==> src/rtl/sat_counter.sv <==
// Up-counter that sticks at its all-ones value; synchronous reset and clear.
module sat_counter #(
  parameter int unsigned WIDTH = 8
) (
  input  logic             clk,
  input  logic             rst,
  input  logic             clear,
  input  logic             inc,
  output logic [WIDTH-1:0] count
);

  logic [WIDTH-1:0] count_q;

  always_ff @(posedge clk) begin
    if (rst || clear) begin
      count_q <= '0;
    end else if (inc && (count_q != '1)) begin
      count_q <= count_q + WIDTH'(1);
    end
  end

  assign count = count_q;

endmodule

==> config.mk <==
export PLATFORM = sky130hd
export DESIGN_NAME = sat_counter
export DESIGN_NICKNAME = d
export VERILOG_FILES = /design/src/rtl/sat_counter.sv
export SDC_FILE = /design/constraint.sdc
export NUM_CORES = 1
export LEC_CHECK = 0
export CAP_MARGIN = 10
export CORE_AREA = 2 2 39 41
export DETAILED_ROUTE_END_ITERATION = 16
export DIE_AREA = 0 0 41 43
export GPL_ROUTABILITY_DRIVEN = 0
export RECOVER_POWER = 25
export SLEW_MARGIN = 30
export SYNTH_ARGS = -nofsm -noshare
export SYNTH_HDL_FRONTEND = slang
export SYNTH_SLANG_ARGS = --single-unit
==> constraint.sdc <==
create_clock -name clk -period 2.8 [get_ports clk]
set_input_delay 0.56 -clock clk [delete_from_list [all_inputs] [get_ports clk]]
set_output_delay 0.56 -clock clk [all_outputs]
set_load 0.01 [all_outputs]
[Word level (Yosys, flattened, before mapping)]
Index checks and enable logic that the tools add are counted.
Word-level totals
  register bits after elaboration: 8
  latch bits: 0
  memory bits (writable): 0
  ROM bits: 0
  input port bits: 4
  output and inout port bits: 8
  logic and storage cells: 5
  memories kept: 0
Cells by class
  $add $sub $neg: 1
  $mul: 0
  divide/modulo/power cells: 0
  $lt $le $gt $ge: 0
  equality and inequality tests: 1
  shift-type cells: 0
  muxes and demuxes: 0
  bitwise operators: 0
  reduce and logical (&&, ||, !) cells: 2
Operators by type and width (count)
  adder 8 x 1 -> 8 bit, second input constant: 1
  != test 8 bit, second input constant: 1
  logical AND 1 bit: 1
  logical OR 1 bit: 1

[Logic depth before layout (Yosys ltp)]
  depth in word-level cells: 2
  gate-level depth with buffers: 4

[Worst setup path before layout]
OpenSTA, ideal clock, no wires.
  kind: register to register
  from: reg count_q[0], in the netlist count[0]
  to: reg count_q[6], in the netlist count[6]
  arrival: 1294 ps
  required time: 2685 ps
  slack: 1390 ps
  stages on the path, launching flop included: 5
  path buffers: 0
  period minus slack after synthesis: 1410 ps
  path through: dfxtp_1 ha_1 nand3_1 or4_1 and3_1
Between the ends
  word-level cells in the longest chain between the ends: 2
Ends and longest elaborated chain
  start, declared: RTL line 12  | logic [WIDTH-1:0] count_q;
  start signal, assigned: RTL line 18  | count_q <= count_q + WIDTH'(1);
  branches (longest 2 deep; another with adder 8 x 1 -> 8 bit)
Several ways; the timed one is not identified.
A chain may end at the register's enable or synchronous reset.

[Final worst setup path]
  from: reg count_q[7], in the netlist count[7]
  to: out count[7]
RTL lines
  end, declared: RTL line 9  | output logic [WIDTH-1:0] count
No word-level cell between the ends.

==> flow_results.org <==
** Outcome
- The run finished with clean final reports.

** Yosys
- Of the total synthesized cell area, the portion taken by AND, OR, NAND and NOR gates is 0.3383.
- The compound-cell area share of the yosys netlist was 0.1365.
- Register bit total from synthesis :: 8
- Synthesis produced a netlist whose cell count is 48.
- Sequential element share of the synthesized area :: 0.3798
- Number of distinct library cell variants in the gate-level netlist after synthesis :: 23
- Yosys printed 0 warnings.
- Proportion of synthesized area in mux cells :: 0.09496
- Synth Net Count :: 53
- Average cell area after synthesis :: 8.784 sq um
- Synthesized-area fraction occupied by xor and xnor cells :: 0
- Dominant combinational cell family by area after synthesis :: simple AND/OR/NAND/NOR gates
- The synthesized netlist occupies a cell area of 421.7 sq um.
- Of the total synthesized cell area, the portion taken by full adders, half adders and majority gates is 0.02967.

** Global route
- For this run, global-route usage on met3 was measured as 0.03141.
- Global route total overflow :: 0
- In the global route stage, overall resource usage came out at 0.1307.
- Global routing met2 resource utilization :: 0.1875
- Most used routing layer in global routing :: met2
- First-pass GRT wire length :: 1476 um
- The number of global-route vias before repair was 350.
- The number of antenna violations at the first check in global routing is 0.
- For this run, global-route usage on met1 was measured as 0.1484.
- Entering global routing, the biggest net connects 9 pins.

** Clocking
- TritonCTS built the clock tree.
- Register clock-pin slew on the reported worst setup and hold paths :: 0.06 ns
- Post-CTS Hold Fix Bufs :: 0
- The tree is rooted in a clkbuf_4.
- The clock passes through at most 2 buffers.
- Clock latency on the worst-skew pair, taken at its later pin, is 0.26 ns.
- CTS HTree Levels :: 1
- Clock sink count :: 8
- Post_cts resized :: 0
- Post-CTS repair timing setup buffer count :: 0
- Inserted Clock Buffers :: 3

** STA
- For this run, the top clock speed supported by timing is 537.6 MHz.
- Setup violations remaining at the end of the flow were counted as 0.
- Measured against its own limit, the worst slew margin works out to 0.6943.
- The total count of max-transition violations in the final report was 0.
- Worst hold-check slack :: 0.4903 ns
- Setup repair after global routing left no endpoint under its margin.
- Dividing the final minimum period by the clock period gives 0.6643.
- The routed design could run at a clock period as short as 1.860 ns.
- Clock skew on the completed layout was measured at 0.008388 ns.
- For the pin with the worst max-slew slack, the measured transition is 0.4568 ns.
- Hold violation total from the final report :: 0
- Setup Total Neg Slack :: 0 ns
- Final worst slack :: 0.9398 ns

** Setup path
- Maximum fanout count along the critical path :: 8
- The signal on the critical path passes through clkdlybuf4s50_1.
- STA classifies the critical path endpoint as an output pin.
- Worst Path Buf+Inv :: 1
- Slowest stage cell on the critical path :: clkdlybuf4s50_1
- At the worst endpoint, the arrival time is 1.30 ns.
- Cell type group with the largest total delay on the critical path :: buffers and inverters
- CP Data Required Time :: 2.24 ns
- By startpoint and endpoint, the worst setup path is classified as reg2out.
- For this run, the slowest stage of the critical path takes 0.58 ns.
- STA classifies the critical path startpoint as a register.

** Floorplanning
- Effective utilization at floorplan :: 0.3047
- Horiz. Die Dim :: 41 um
- The die is 43 um tall.
- The floorplan has 14 rows.
- Core area :: 0.001384 sq mm
- Boundary pin count :: 12
- Die area :: 0.001763 sq mm

** Final layout
- After filler insertion, the fill cell instance count of the layout stands at 158.
- Diode insertion count for antenna repair :: 0
- Number of nets at the end of the flow :: 68
- Area growth from synthesis to layout :: 35.01%
- Most used cells in the layout excluding fill and tap cells :: clkdlybuf4s50_1 (9), dfxtp_1 (8), nand2_1 (7)
- Of the cells placed in the final design, the portion with a size suffix greater than 1 is 0.1148.
- Once layout is done, the placed cells without fillers occupy 569.3 sq um.
- Most frequent standard cell in the layout excluding fill and tap cells :: clkdlybuf4s50_1
- Largest register FFs :: 8

** Drt
- Final ANT Viol Nets :: 0
- Total detailed-routing wirelength :: 955 um
- Via density :: 5.260
- After detailed routing, the average wire length per cell comes to 12.40 um.
- The final route contains 405 vias.
- After the first detailed-routing iteration, the DRC count stood at 14.
- Detailed-router iteration count before antenna repair :: 4
- Number of design rule violations left after detail routing :: 0

** Min path
- Worst hold path type :: reg2reg

** Pwr
- The analysis attributes to cell leakage a power of 0.2109 nW.
- Largest vdd supply drop :: 0.1622 mV
- Dividing total power by cell area gives a power density of 394.7 mW/mm^2.

** Placement
- Summing all placed instances gives a cell area of 546.8 sq um.
- Setup Slack @ Placement :: 0.8569 ns
- Detailed placement finished with a half-perimeter wire length of 728.7 um.
- PortBufs :: 11

** Flow run
- Max-cap violations in this run came to 0.
-- through the flow --
| step | instances | util | total power, mW |
|---|---|---|---|
| after floorplan | 48 | - | 0.1245 |
| after global placement | 74 | 0.3951 | 0.1338 |
| after detailed placement | 74 | 0.3951 | 0.1339 |
| after CTS | 77 | 0.4114 | 0.2273 |
| after global routing | 77 | 0.4114 | 0.2367 |
| final | 77 | 0.4114 | 0.2247 |
-- kinds of logic (layout without fill, tap and decap cells) --
kind of cell | Yosys count | after routing
and+or+nand+nor | 24 | 24
adders and majority gates | 1 | 1
buffers and inverters | 2 | 15
DFF | 8 | 8
AOI/OAI and AO/OA | 9 | 9
muxes | 4 | 4
-- cell usage after synthesis (all sizes together) --
library cell,count,area share
or4,1,0.018
and3b,2,0.042
a21oi,5,0.059
nand2,7,0.062
nor2,1,0.0089
o2111ai,1,0.021
nor4,1,0.015
or3,3,0.047
nand3,2,0.024
ha,1,0.030
o21ai,1,0.012
and3,2,0.030
dfxtp,8,0.38
and2,1,0.018
inv,1,0.0089
and4,2,0.045
buf,1,0.012
a21boi,2,0.045
mux2i,4,0.095
nand4,2,0.030
-- report_power, final --
group / switching, mW / leakage (nW) / internal (mW) / total, mW
clock network: 0.0446 / 0.0138 / 0.0494 / 0.0941
registers: 0.00112 / 0.0646 / 0.115 / 0.116
logic: 0.00666 / 0.133 / 0.00803 / 0.0147
total: 0.0524 / 0.211 / 0.172 / 0.225
-- metal layers --
| metal | vias to the layer above | routed length [um] |
|---|---|---|
| met5 | - | 0 |
| met4 | 0 | 32 |
| met3 | 4 | 25 |
| met2 | 8 | 464 |
| met1 | 185 | 432 |
| li1 | 208 | - |
-- final timing paths --
kind	start	endpoint	slack [ns]	depth (start not counted)
setup / recovery	count[7]	count[7]	0.94	1
hold / removal	count[1]	count[1]	0.49	2
setup reg to reg	count[0]	count[6]	1.32	4
hold reg to reg	count[1]	count[1]	0.49	2
-- final cells by class --
cell class                 instances  area, sq um  area share
multi-input combinational         38        252.7      0.4440
tap                               16        20.02     0.03516
timing repair buffer              11        110.1      0.1934
inverter                           1        3.754    0.006593
sequential                         8        160.2      0.2813
clock buffer                       3        22.52     0.03956
No activity file was read; power rests on OpenSTA's default activity.
